$ cat config.mk
export PLATFORM = sky130hd
export DESIGN_NAME = branch_sequencer
export DESIGN_NICKNAME = d
export VERILOG_FILES = /design/src/rtl/branch_sequencer.sv
export SDC_FILE = /design/constraint.sdc
export NUM_CORES = 1
export LEC_CHECK = 0
export CORE_MARGIN = 2
export CORE_UTILIZATION = 51
export CTS_CLUSTER_SIZE = 40
export DETAILED_ROUTE_END_ITERATION = 7
export PLACE_DENSITY = 0.76
export SYNTH_ARGS = -nofsm -noshare
export SYNTH_HDL_FRONTEND = slang
export SYNTH_SLANG_ARGS = --single-unit
$ cat constraint.sdc
create_clock -name clk -period 2.7 [get_ports clk]
set_input_delay 0.54 -clock clk [delete_from_list [all_inputs] [get_ports clk]]
set_output_delay 0.54 -clock clk [all_outputs]
set_load 0.03 [all_outputs]
$ cat src/rtl/branch_sequencer.sv
// Next-address PC sequencer: flag register, 8-way branch condition, return stack,
// and a post-redirect squash window.
module branch_sequencer #(
    parameter int              AW           = 16,
    parameter logic [AW-1:0]   RESET_PC     = '0,
    parameter int              STACK_DEPTH  = 4,
    parameter int              FLUSH_CYCLES = 2
) (
    input  logic          clk,
    input  logic          rst_n,
    input  logic          stall,
    input  logic          flag_we,
    input  logic          z_in,
    input  logic          cy_in,
    input  logic          s_in,
    input  logic          v_in,
    input  logic          instr_valid,
    input  logic [2:0]    op,
    input  logic [2:0]    br_type,
    input  logic [AW-1:0] target,
    output logic [AW-1:0] pc,
    output logic          flush,
    output logic [3:0]    flags,
    output logic          stack_err
);

    localparam int SPW = $clog2(STACK_DEPTH) + 1;
    localparam int CW  = (FLUSH_CYCLES > 1) ? $clog2(FLUSH_CYCLES) : 1;
    localparam logic [CW-1:0] CNT_INIT = CW'(FLUSH_CYCLES - 1);

    localparam logic [2:0] OP_COND = 3'b001;
    localparam logic [2:0] OP_JUMP = 3'b010;
    localparam logic [2:0] OP_CALL = 3'b011;
    localparam logic [2:0] OP_RET  = 3'b100;

    typedef enum logic {ST_RUN, ST_FLUSH} state_t;

    state_t          r_state;
    logic [AW-1:0]   r_pc;
    logic            r_flush;
    logic [3:0]      r_flags;
    logic            r_err;
    logic [CW-1:0]   r_cnt;
    logic [SPW-1:0]  r_sp;
    logic [AW-1:0]   r_stack [STACK_DEPTH];

    logic            w_taken;
    logic            w_full;
    logic            w_empty;
    logic [SPW-2:0]  w_pop_idx;
    logic [AW-1:0]   w_pc_inc;
    logic            w_redirect;
    logic [AW-1:0]   w_redirect_pc;
    logic            w_push;
    logic            w_pop;
    logic            w_err_set;

    assign w_taken   = (r_flags[br_type[1:0]] == br_type[2]);
    assign w_full    = (r_sp == SPW'(STACK_DEPTH));
    assign w_empty   = (r_sp == '0);
    assign w_pop_idx = r_sp[SPW-2:0] - (SPW-1)'(1);
    assign w_pc_inc  = r_pc + AW'(1);

    // Op decode is only meaningful in RUN with an unstalled, valid instruction.
    always_comb begin
        w_redirect    = 1'b0;
        w_redirect_pc = target;
        w_push        = 1'b0;
        w_pop         = 1'b0;
        w_err_set     = 1'b0;
        if (r_state == ST_RUN && instr_valid && !stall) begin
            case (op)
                OP_COND: w_redirect = w_taken;
                OP_JUMP: w_redirect = 1'b1;
                OP_CALL: begin
                    w_redirect = 1'b1;
                    w_push     = !w_full;
                    w_err_set  = w_full;
                end
                OP_RET: begin
                    w_redirect    = !w_empty;
                    w_pop         = !w_empty;
                    w_err_set     = w_empty;
                    w_redirect_pc = r_stack[w_pop_idx];
                end
                default: ;
            endcase
        end
    end

    always_ff @(posedge clk or negedge rst_n) begin
        if (!rst_n) begin
            r_state <= ST_RUN;
            r_pc    <= RESET_PC;
            r_flush <= 1'b0;
            r_flags <= '0;
            r_err   <= 1'b0;
            r_cnt   <= '0;
            r_sp    <= '0;
            for (int i = 0; i < STACK_DEPTH; i++) r_stack[i] <= '0;
        end else begin
            if (flag_we) r_flags <= {v_in, s_in, cy_in, z_in};
            if (w_err_set) r_err <= 1'b1;
            if (w_push) begin
                r_stack[r_sp[SPW-2:0]] <= w_pc_inc;
                r_sp <= r_sp + SPW'(1);
            end else if (w_pop) begin
                r_sp <= r_sp - SPW'(1);
            end
            if (!stall) begin
                case (r_state)
                    ST_RUN: begin
                        if (w_redirect) begin
                            r_pc    <= w_redirect_pc;
                            r_state <= ST_FLUSH;
                            r_flush <= 1'b1;
                            r_cnt   <= CNT_INIT;
                        end else begin
                            r_pc <= w_pc_inc;
                        end
                    end
                    ST_FLUSH: begin
                        r_pc <= w_pc_inc;
                        if (r_cnt == '0) begin
                            r_state <= ST_RUN;
                            r_flush <= 1'b0;
                        end else begin
                            r_cnt <= r_cnt - CW'(1);
                        end
                    end
                    default: r_state <= ST_RUN;
                endcase
            end
        end
    end

    assign pc        = r_pc;
    assign flush     = r_flush;
    assign flags     = r_flags;
    assign stack_err = r_err;

endmodule

# --- After elaboration in Yosys (flattened, before gate mapping) ---
# Index checks and enable logic that the tools add are counted.
classes:
  shift: 0
  reduce_logical: 11
  bitwise: 4
  n_mul: 0
  add_sub_neg: 5
  n_mux: 30
  order_cmp: 4
  eq_ne: 8
  n_div: 0
ops:
  columns: ["operator", "count"]
  rows:
  - ["2-to-1 mux 16 bit", 6]
  - ["bitwise mux 64 bit", 1]
  - ["binary-select mux 16 bit (select 2 bit)", 1]
  - ["demux 16 bit (select 2 bit)", 1]
  - ["case mux 16 bit (2 select lines)", 1]
  - ["adder 16 x 1 -> 16 bit, second input constant", 1]
  - ["2-to-1 mux 1 bit", 12]
  - ["case mux 1 bit (2 select lines)", 4]
  - ["equality test 3 x 2 -> 1 bit, second input constant", 2]
  - ["equality test 3 bit, second input constant", 2]
  - ["greater-or-equal comparator 3 bit, second input constant", 2]
  - ["2-to-1 mux 3 bit", 2]
  - ["inverter 2 -> 3 bit", 2]
  - ["!= test 2 bit, second input constant", 2]
  - ["adder 3 x 1 -> 3 bit, second input constant", 1]
  - ["equality test 3 x 1 -> 1 bit, second input constant", 1]
  - ["logical AND 1 bit", 3]
  - ["logical NOT 1 bit", 3]
  - ["logical NOT 3 bit", 1]
  - ["< comparator 2 x 3 -> 1 bit, second input constant", 1]
  - ["< comparator 3 x 1 -> 1 bit, second input constant", 1]
  - ["case mux 1 bit (3 select lines)", 1]
  - ["AND reduction 3 bit", 1]
  - ["subtractor 3 x 1 -> 3 bit, second input constant", 1]
  - ["8 further kinds", 9]
word_totals:
  ramBits: 0
  word_cells: 73
  latch_bits: 0
  ff_bits: 91
  n_memories: 0
  romBits: 0
  output_inout_bits: 22

# --- Logic depth before layout (Yosys ltp) ---
# Gate-level depths: netlist of run 1.
depth:
  depth_word: 9
  ltp_mapped: 11

# --- Worst setup path before layout of run 1 ---
# OpenSTA, ideal clock, no wires.
synth_timing:
  path_kind: "reg2reg"
  start: "register r_sp[0]"
  end: "register r_pc[15] (netlist: pc[15])"
  period_less_slack_ns: 2.895
  stages_incl_launch_ff: 11
  t_arrival_ns: 2.769
  t_required_ns: 2.574
  path_buffers: 4
  setup_slack_ns: -0.195
  setup_ns: 0.126
  cell_sequence: "dfrtp_1 -> buf_2 -> buf_2 -> inv_1 -> ha_1 -> clkbuf_1 -> buf_1 -> mux4_2 -> mux2i_1 -> nor2_1 -> a221o_1"
synth_between:
  elab_chain_len: 9
  elab_cells_between_ends: 13
synth_lines:
  columns: ["item", "line_no", "rtl"]
  rows:
  - ["start, declared", "44", "logic [SPW-1:0] r_sp;"]
  - ["start signal, assigned", "106", "r_sp <= r_sp + SPW'(1);"]
  - ["start signal, assigned", "108", "r_sp <= r_sp - SPW'(1);"]
  - ["subtractor 2 x 1 -> 2 bit", "61", "assign w_pop_idx = r_sp[SPW-2:0] - (SPW-1)'(1);"]
  - ["named net w_pop_idx[0]", "50", "logic [SPW-2:0] w_pop_idx;"]
  - ["inverter 2 -> 3 bit (not written as such)", "84", "w_redirect_pc = r_stack[w_pop_idx];"]
  - ["binary-select mux 16 bit (select 2 bit)", "84", null]
  - ["2-to-1 mux 16 bit (not written as such) (2 in a row)", "84", null]
  - ["2-to-1 mux 16 bit", "72", "case (op)"]
  - ["2-to-1 mux 16 bit", "71", "if (r_state == ST_RUN && instr_valid && !stall) begin"]
  - ["2-to-1 mux 16 bit", "113", "if (w_redirect) begin"]
  - ["case mux 16 bit (2 select lines)", "111", "case (r_state)"]
  - ["end signal, assigned", "114", "r_pc <= w_redirect_pc;"]
  - ["end signal, assigned", "119", "r_pc <= w_pc_inc;"]
  - ["end signal, assigned", "123", "r_pc <= w_pc_inc;"]
  - ["end, declared", "39", "logic [AW-1:0] r_pc;"]
# The timed path passes the listed nets, and every way through them passes these cells. The select of a mux whose other input is x is not followed.
# A chain may end at the register's enable or synchronous reset.

# --- Final worst setup path of run 1 ---
layout_timing:
  start: "input stall"
  end: "register r_sp[2]"
layout_between:
  elab_chain_len: 4
  elab_cells_between_ends: 6
layout_lines:
  columns: ["item", "line_no", "rtl"]
  rows:
  - ["start, declared", "11", "input logic stall,"]
  - ["logical NOT 1 bit (*)", null, null]
  - ["logical AND 1 bit (*)", "71", null]
  - ["2-to-1 mux 1 bit", "71", null]
  - ["2-to-1 mux 3 bit / nonzero test 2 bit (equally long branches)", null, null]
# Mark *: on every way between the ends. The rest lies on a longest branch, timed or not.

==> impl_results.md, run 1 <==
- Nets: between 500 and 600
- DRT iter0 DRCs: 195
- Synth top area cells: dfrtp_1, mux4_2, o21ai_0, nand2_1, mux2_2
- Design area: around 0.0056 mm²
- Min Tclk post-route: about 2.4 ns
- Final WS setup: 0.3101 ns
- Yosys top cell area share: about half
- Detailed Place HPWL: 7.296 mm
- Worst setup SP type: primary input
- Most frequent cell after synthesis: dfrtp_1
- CTS clk-pin slew, worst paths: roughly 0.10 ns
- Full die area: between 0.009 and 0.01 mm²
- PwrDens: 826.9 mW/mm²
- Bufs and invs on worst path: 2
- Die height: between 90 and 100 µm
- Worst stage delay on the critical path: 0.48 ns
- Kind of critical path: primary input to flop
- Max_cap viols: 0
- Multiplexer share of the synthesized area: approximately 17%
- Root Buffer: clkbuf_8
- TritonCTS clock tree: built
- Pre-CTS setup slack: -0.07025 ns
- Main combinational cell family by area after synthesis: multiplexers
- Sink Count: 91
- CP max-delay cell: or3b_1
- Worst-Skew Late Latency: around 0.36 ns
- Commonest cells post-synth: dfrtp_1, nand2_1, o21ai_0
- Status: completed
- # resized after CTS: 0
- Worst-path cell chain: clkdlybuf4s50_1 > or3b_1 > a211oi_4 > inv_1 > fa_1 > a221oi_1 > a21oi_1
- Syn Inst Count: 422
- Port buffer count: between 50 and 60
- Crit-path leading delay family: compound AO/OA/AOI/OAI gates
- Arrival time worst endpoint: ~2.6 ns
- Synth Area in Simple Gates: 12.86%
- Core area: about 0.0088 mm²
- Post-synthesis compound-gate area fraction: about 12%
- First-pass DRT Iterations: 4
- Cts hold-fix bufs: 0
- Largest area contributor in the netlist: dfrtp_1
- Max-Slew Margin vs Limit: a little over three fifths
- Asr flop ratio synth: 100.0%
- Syn-to-layout area delta: 20.41%
- Final Util: between 60% and 70%
- Seq cells post-synth: 91
- Row cnt: 34
- H-tree depth: 3
- Synth Area in Adders: under 10%
- CTS Buf Count: 9
- GRT overflow: 0
- Leakage: approximately 0.0023 µW
- Post-synthesis sequential area ratio: 49.39%
- Clock skew: between 0.009 and 0.01 ns
- Peak VDD IR: around 0.31 mV
- Mapped Nets: between 400 and 500
- Main synth FF type: dfrtp_1
- Initial Util: ~53%
- Yosys warning count: 0
- Placer Congestion: between 0.8 and 0.9
- Worst Path Required: 2.94 ns
- Clock Path Buffers: 2
- Fin crit share: about nine tenths
- Setup bufs post-CTS: 0
- Final Max Tran Viols: 0
- Cell Area, Placed: roughly 0.0054 mm²
- Total track usage: 21.91%
- Vias in the first global route: 3,315
- Hold crit path type: primary input to async pin
- Post-DR vias/cell: 5.669
- # setup viols final: 0
- Tot Pwr: around 4600 µW
- Fmax: between 400 and 500 MHz
- Netlist cell types: 46
- Residual DRC: 0
- Die W: about 99 µm
- Final Hold Fails: 0
- I/O pin cnt: between 50 and 60
- CP endpoint kind: flop
- First-pass GRT wire length: between 15 and 20 mm
- Share of cells above drive strength 1: roughly 18%
- Largest net degree at the start of global routing: a little over 40
- Post-Synth XOR/XNOR Area: about 3.4%
- Number of flops mapped to enable cells by yosys: 0
- Initial antenna violation count: 0
- Synthesized cell area: ~0.0046 mm²
- Antenna Cells: 0
- RSZ-0062 raised after global routing: no
- Filler cells: 692
- Vias: about 3,400
- Wirelength per Cell: about 17 µm
- Maximum fanout along the worst path: 4
- WL final: just over 10 mm
- Mean Syn Cell Area: approximately 11 µm²
- Remaining antenna violation count: 0
- Worst-Margin Slew: 0.5477 ns
metrics by stage:
step,hold slack (ns),std cells,setup TNS [ns]
CTS,0.1572,595,0
floorplan,0.2444,422,0
global placement,0.4389,579,0
detailed placement,0.4596,579,-0.07025
finish,0.1447,595,0
global route,0.1608,595,0
flip-flops by register name, indices dropped and copies added (netlist names):
name,count
flags,4
flush,1
pc,16
r_cnt,1
r_sp,3
r_stack,64
r_state,1
stack_err,1
cell families (layout without fill, tap and decap cells):
logic type,count (synthesis),count (layout)
muxes,54,54
buffers and inverters,38,103
xor gates and xnor gates,18,18
adders and majority gates,6,6
DFF,91,91
AOI/OAI and AO/OA,89,89
and+or+nand+nor,126,126
cell usage in the layout (no fill, tap or decap), types with 3 or more instances in the layout:
cell / Yosys / final
nor3_1: 8 / 7
a211oi_1: 3 / 3
nor3b_1: 5 / 5
a21oi_1: 17 / 17
mux4_2: 17 / 17
mux2_2: 19 / 19
buf_12: 0 / 4
nand4_1: 3 / 3
clkbuf_8: 0 / 9
xnor2_1: 15 / 15
clkdlybuf4s50_1: 0 / 51
nor2_1: 26 / 26
ha_1: 5 / 5
o21ai_0: 47 / 47
nand2b_1: 6 / 6
a221oi_1: 5 / 5
dfrtp_1: 91 / 91
a21o_1: 3 / 3
buf_4: 3 / 22
mux2i_1: 18 / 18
nand3_1: 5 / 5
xor2_1: 3 / 3
nor4_1: 3 / 3
nand2_1: 59 / 59
inv_1: 10 / 10
power by group:
| part | internal, µW | leakage, µW | switching [µW] | total, µW |
|---|---|---|---|---|
| clock | 360 | 0.0000926 | 548 | 908 |
| sequential | 1690 | 0.00117 | 255 | 1940 |
| combinational | 805 | 0.00103 | 933 | 1740 |
| total | 2850 | 0.00230 | 1740 | 4590 |
layer usage:
metal | up-vias | global-route usage, % | routed length (µm)
li1 | 1616 | - | -
met1 | 1667 | 32.67 | 4900
met2 | 77 | 33.52 | 4656
met3 | 13 | 3.191 | 393
met4 | 0 | 6.744 | 145
met5 | - | 0 | 0
worst paths after layout:
path                                    startpoint                      end  slack, ns  cells after the start
setup / recovery                             stall      r_sp[2]$_DFFE_PN0P_       0.31                      7
hold / removal                               rst_n  r_stack[32]$_DFFE_PN0P_       0.14                      1
setup reg to reg               r_sp[1]$_DFFE_PN0P_        pc[3]$_DFFE_PN0N_       0.39                      8
hold reg to reg            r_stack[45]$_DFFE_PN0P_  r_stack[45]$_DFFE_PN0P_       0.48                      2
max in group asynchronous                    rst_n   r_stack[5]$_DFFE_PN0P_       1.92                      2
min in group clk           r_stack[45]$_DFFE_PN0P_  r_stack[45]$_DFFE_PN0P_       0.48                      2
final cells by class:
class	count	area, µm²	share of cell area, %
clock inverter	7	71.32	1.285
clock buffer	9	123.9	2.231
tap	108	135.1	2.434
sequential	91	2277	41.02
inverter	10	37.54	0.6761
timing repair buffer	77	755.7	13.61
multi-input combinational	293	2151	38.74
worst register-to-register path, stage by stage, from the launching register on:
cell and delay (ns):
dfrtp_1 0.45, inv_1 0.15, ha_1 0.35, nand2b_1 0.18
a31o_2 0.28, a22o_2 0.27, buf_12 0.17, mux2_2 0.27
o21ai_0 0.14
No activity file was read; power rests on OpenSTA's default activity.
==> run 2, diff against run 1 <==
--- a/config.mk
+++ b/config.mk
@@ -5,6 +5,7 @@
 export SDC_FILE = /design/constraint.sdc
 export NUM_CORES = 1
 export LEC_CHECK = 0
+export CORE_ASPECT_RATIO = 0.5
 export CORE_MARGIN = 2
 export CORE_UTILIZATION = 51
 export CTS_CLUSTER_SIZE = 40
==> run 2 against run 1 <==
Register-to-register slack got worse by 0.12 ns. Sequential share of layout area decreased by 1.2 points. Clock-buffer cell count increased by 4. Die area increased by 0.48%. First-iteration DRC count increased by 13%. Worst hold slack improved by 0.087 ns. Combinational power decreased by 3%. Total power increased by 5.3%. Non-clock buffer count increased by 5.
==> impl_results.md, run 2 (synthesized netlist as in run 1, its figures left out) <==
- Final std cells w/o fill: 609 (+2.4%)
- # resized after CTS: 0 (unchanged)
- Int Pwr: 3179 µW (+11%)
- Tot Pwr: 4835 µW (+5.3%)
- TritonCTS clock tree: built
- Nets: 524 (+0.96%)
- Die W: 138.5 µm (+40%)
- Antenna Cells: 0 (unchanged)
- Worst setup SP type: primary input
- Leakage: 0.002382 µW (+3.8%)
- Max-Slew Margin vs Limit: 67.47% (+4.3 points)
- WL final: 10.40 mm (+3.0%)
- PwrDens: 846.5 mW/mm² (+2.4%)
- Fin crit share: 90.21% (+1.7 points)
- Setup bufs post-CTS: 0 (unchanged)
- GRT overflow: 0 (unchanged)
- Final Util: 65.36% (+2.0 points)
- Switching pwr: 1656 µW (-4.6%)
- Root Buffer: clkbuf_16
- Total track usage: 23.03% (+1.1 points)
- Fmax: 410.6 MHz (-1.9%)
- Maximum fanout along the worst path: 15 (+11)
- Clock Path Buffers: 2 (unchanged)
- First-pass GRT wire length: 17.90 mm (+6.3%)
- Max_cap viols: 0 (unchanged)
- Largest register by flop count: r_stack
- R2R Path Start: r_sp[1]$_DFFE_PN0P_
- DRT iter0 DRCs: 221 (+13%)
- Remaining antenna violation count: 0 (unchanged)
- Peak VDD IR: 0.3678 mV (+17%)
- Clock skew: 0.007619 ns (-0.002222 ns)
- Min Tclk post-route: 2.436 ns (+0.04582 ns)
- Kind of critical path: primary input to flop
- Vias: 3,465 (+2.7%)
- Clock power frac: 24.5% (+4.7 points)
- Die height: 71.24 µm (-28%)
- Port buffer count: 52 (unchanged)
- Share of cells above drive strength 1: 18.50% (+0.43 points)
- Vias in the first global route: 3,515 (+6.0%)
- # setup viols final: 0 (unchanged)
- Cts hold-fix bufs: 0 (unchanged)
- CP endpoint kind: flop
- Worst Setup SP: br_type[0]
- Residual DRC: 0 (unchanged)
- Dpl cells: 593 (+2.4%)
- Core area: 0.008738 mm² (-0.29%)
- Most frequent cells in the layout: dfrtp_1, nand2_1, clkdlybuf4s50_1
- Final Max Tran Viols: 0 (unchanged)
- Row cnt: 24 (-29%)
- Final Hold Fails: 0 (unchanged)
- Logic pwr share: 34.9% (-3.0 points)
- Worst-Skew Late Latency: 0.34 ns (-0.02 ns)
- Detailed Place HPWL: 7.291 mm (about the same)
- First-pass DRT Iterations: 4 (unchanged)
- Largest net degree at the start of global routing: 92 (+120%)
- Full die area: 0.009864 mm² (+0.48%)
- CTS Buf Count: 9 (unchanged)
- Sink Count: 91 (unchanged)
- Post-DR vias/cell: 5.690 (+0.37%)
- Syn-to-layout area delta: 23.88%
- R2R cell count: 8 (unchanged)
- Initial antenna violation count: 0 (unchanged)
- I/O pin cnt: 53 (unchanged)
- RSZ-0062 raised after global routing: no
- Status: completed
- Wirelength per Cell: 17.08 µm (+0.66%)
- Most common cell after layout, fill and taps aside: dfrtp_1
- Placer Congestion: 0.8092 (+0.80%)
- Worst Path Required: 2.92 ns (-0.02 ns)
- Reg power frac: 40.6% (-1.7 points)
- Arrival time worst endpoint: 2.66 ns (+0.03 ns)
- Switching Fraction: 34.26% (-3.6 points)
- CTS clk-pin slew, worst paths: 0.06 ns (-0.04 ns)
- Hold crit path type: primary input to async pin
- H-tree depth: 3 (unchanged)
- Worst-Margin Slew: 0.4844 ns (-0.06332 ns)
- Flop-to-flop setup slack: 0.27 ns (-0.12 ns)
- Max reg flops: 64 (unchanged)
- Initial Util: 52.76% (+0.15 points)
## run 2: worst paths after layout
path	to
max in group asynchronous	r_sp[1]$_DFFE_PN0P_
worst min register to register	stack_err$_DFFE_PN0P_
worst max-delay path	pc[14]$_DFFE_PN0N_
worst max register to register	pc[14]$_DFFE_PN0N_
worst min-delay path	flags[1]$_DFFE_PN0P_
min in group clk	stack_err$_DFFE_PN0P_
## run 2: cell type report
type	count	area [µm²]
clock buffers	13	260.3
clock inverters	3	21.27
fillers	663	3027
inverters	10	37.54
multi-input cells	293	2151
flip-flops and latches	91	2277
well taps	117	146.4
repair buffers	82	818.3
## run 2: stage by stage
step | worst slack [ns] | setup TNS, ns | cell area [µm²] | hold slack (ns)
after CTS | 0.2429 | 0 | 5712 | 0.2594
after floorplan | 0.05049 | 0 | 4614 | 0.2444
after global routing | 0.1088 | 0 | 5712 | 0.2851
final | 0.2643 | 0 | 5712 | 0.2319
after global placement | -0.1056 | -0.7833 | 5430 | 0.4533
after detailed placement | -0.09537 | -0.7755 | 5430 | 0.4536
## run 2: per-layer routing
layer / wire length, µm / global-route usage, % / vias to the layer above / part of all wire (%)
li1: - / - / 1624 / -
met1: 4781 / 32.88 / 1749 / 46
met2: 4914 / 37.02 / 86 / 47
met3: 631 / 5.013 / 6 / 6.1
met4: 75 / 5.442 / 0 / 0.72
met5: 0 / 0 / - / 0
## run 2: power groups by stage
stage	registers [µW]	logic (µW)	clock network (µW)
final	1960	1690	1180
after global routing	2010	1850	1250
after CTS	1960	1700	1200
after detailed placement	1980	1690	0
after global placement	1970	1660	0
after floorplan	2080	1000	0
## run 2: worst max-delay path, cell delays in order
cell,delay [ns]
clkdlybuf4s50_1,0.49
mux4_2,0.51
xnor2_1,0.14
buf_4,0.13
a22o_2,0.23
buf_12,0.15
buf_4,0.14
o311a_1,0.32
==> run 3, diff against run 2 <==
--- a/config.mk
+++ b/config.mk
@@ -7,10 +7,10 @@
 export LEC_CHECK = 0
 export CORE_ASPECT_RATIO = 0.5
 export CORE_MARGIN = 2
-export CORE_UTILIZATION = 51
+export CORE_UTILIZATION = 32
 export CTS_CLUSTER_SIZE = 40
 export DETAILED_ROUTE_END_ITERATION = 7
-export PLACE_DENSITY = 0.76
+export GPL_ROUTABILITY_DRIVEN = 0
 export SYNTH_ARGS = -nofsm -noshare
 export SYNTH_HDL_FRONTEND = slang
 export SYNTH_SLANG_ARGS = --single-unit
==> run 3 against run 2 <==
Clock-buffer cell count shrank 1. Worst hold slack lost 0.12 ns. Core utilization shrank 23 points. Critical path depth shrank 1. Register-to-register slack gained 0.23 ns. Routed wire length grew 2.7%. Fmax grew 1.1%. Clock power grew 3%. Global-route usage shrank 8.0 points. Critical endpoint is now pc[13]$_DFFE_PN0N_. Largest cell class unchanged. Highest routed layer unchanged.
==> impl_results.md, run 3 (synthesized netlist as in run 1, its figures left out) <==
- WL final: 10.69 mm (+2.7%)
- Final Util: 42.19% (-23 points)
- Row cnt: 30 (+25%)
- Initial Util: 33.38% (-19 points)
- First-pass DRT Iterations: 4 (unchanged)
- R2r endpoint: r_sp[2]$_DFFE_PN0P_
- Most frequent cells in the layout: dfrtp_1, nand2_1, clkdlybuf4s50_1
- PwrDens: 838.6 mW/mm² (-0.93%)
- DRT iter0 DRCs: 142 (-36%)
- Residual DRC: 0 (unchanged)
- Antenna Cells: 0 (unchanged)
- R2R Path Start: r_sp[1]$_DFFE_PN0P_
- Share of cells above drive strength 1: 18.46% (-0.038 points)
- Clock skew: 0.005941 ns (-0.001678 ns)
- H-tree depth: 3 (unchanged)
- Peak VDD IR: 0.4030 mV (+9.6%)
- Worst-Margin Slew: 0.4607 ns (-0.02371 ns)
- Max reg flops: 64 (unchanged)
- Total track usage: 15.06% (-8.0 points)
- Multi-input logic area: 0.002151 mm² (unchanged)
- Nets: 526 (+0.38%)
- Sink Count: 91 (unchanged)
- R2R cell count: 8 (unchanged)
- Vias: 3,314 (-4.4%)
- Design area: 0.005828 mm² (+2.0%)
- CP endpoint kind: flop
- Reg area: 0.002277 mm² (unchanged)
- Status: completed
- Tot Pwr: 4888 µW (+1.1%)
- Setup bufs post-CTS: 0 (unchanged)
- Root Buffer: clkbuf_16
- Initial antenna violation count: 0 (unchanged)
- Vias in the first global route: 3,361 (-4.4%)
- Clock Path Buffers: 2 (unchanged)
- Fmax: 415.1 MHz (+1.1%)
- Core area: 0.01381 mm² (+58%)
- Post-DR vias/cell: 4.838 (-15%)
- Min Tclk post-route: 2.409 ns (-0.02692 ns)
- RSZ-0062 raised after global routing: no
- # resized after CTS: 0 (unchanged)
- Port buffer count: 52 (unchanged)
- Arrival time worst endpoint: 2.67 ns (about the same)
- Full die area: 0.01544 mm² (+57%)
- CTS Buf Count: 9 (unchanged)
- Final Max Tran Viols: 0 (unchanged)
- Max-Slew Margin vs Limit: 69.03% (+1.6 points)
- Cts hold-fix bufs: 0 (unchanged)
- Worst setup SP type: primary input
- Wirelength per Cell: 15.60 µm (-8.7%)
- GRT overflow: 0 (unchanged)
- Most common cell after layout, fill and taps aside: dfrtp_1
- Kind of critical path: primary input to flop
- Maximum fanout along the worst path: 19 (+4)
- Largest register by flop count: r_stack
- CTS clk-pin slew, worst paths: 0.06 ns (about the same)
- Dpl cells: 670 (+13%)
- Worst setup path endpoint: pc[13]$_DFFE_PN0N_
- Hold crit path type: primary input to async pin
- # setup viols final: 0 (unchanged)
- Die W: 173.8 µm (+25%)
- Worst Path Required: 2.96 ns (+0.04 ns)
- Final std cells w/o fill: 685 (+12%)
- First-pass GRT wire length: 17.77 mm (-0.69%)
- Syn-to-layout area delta: 26.40%
- Worst-Skew Late Latency: 0.34 ns (about the same)
- Cell Area, Placed: 0.005552 mm² (+2.2%)
- Flop-to-flop setup slack: 0.50 ns (+0.23 ns)
- Filler cells: 1,352 (+100%)
- Final Hold Fails: 0 (unchanged)
- Remaining antenna violation count: 0 (unchanged)
- TritonCTS clock tree: built
- Worst Setup SP: br_type[0]
- Leakage: 0.002387 µW (+0.22%)
- Die height: 88.88 µm (+25%)
- Fin crit share: 89.22% (-1.0 points)
- I/O pin cnt: 53 (unchanged)
- Largest net degree at the start of global routing: 65 (-29%)
- Setup TNS: 0 ns (unchanged)
- Detailed Place HPWL: 7.430 mm (+1.9%)
- Max_cap viols: 0 (unchanged)
run 3: cell types whose count changed in the layout (fill, tap and decap cells not counted), sizes merged:
cell,previous run,this run
clkbuf,13,12
clkinv,1,2
buf,31,33
inv,11,10
clkinvlp,1,0
bufinv,0,1
run 3: report_power, final:
group          switching, µW  leakage (µW)  internal (µW)
Clock                    508      0.000136            710
Combinational            892       0.00108            819
Sequential               266       0.00117           1690
run 3: worst min-delay path by stage:
stage	to	slack (ns)	cells after the start
finish	flags[2]$_DFFE_PN0P_	0.11	1
global route	flags[2]$_DFFE_PN0P_	0.14	1
CTS	flags[2]$_DFFE_PN0P_	0.13	1
detailed placement	stack_err$_DFFE_PN0P_	0.45	1
global placement	stack_err$_DFFE_PN0P_	0.44	1
floorplan	flags[0]$_DFFE_PN0P_	0.24	0
run 3: stage by stage:
step	setup WS, ns	hold WS, ns
after floorplan	0.05049	0.2444
after global placement	-0.04249	0.4419
after detailed placement	-0.08222	0.4500
after CTS	0.2892	0.1273
after global routing	0.1723	0.1398
final	0.2912	0.1129
run 3: cell type report:
type                    count  share of cell area, %
flip-flops and latches     91                  39.07
clock buffers              12                  4.058
clock inverters             3                 0.6870
inverters                  10                 0.6441
multi-input cells         293                  36.90
well taps                 192                  4.122
repair buffers             84                  14.51
run 3: per-layer routing:
layer,global-route usage [%],vias up,routed length (µm)
met5,0,-,0
met1,20.01,1637,5294
met3,3.479,11,304
met2,24.92,36,4941
met4,4.736,0,143
li1,-,1630,-
run 3: worst max-delay path, cell delays in order:
cell             delay (ns)
clkdlybuf4s50_1        0.48
mux4_2                 0.50
xnor2_1                0.28
a22o_2                 0.22
buf_12                 0.17
mux2_2                 0.35
o21ai_0                0.13
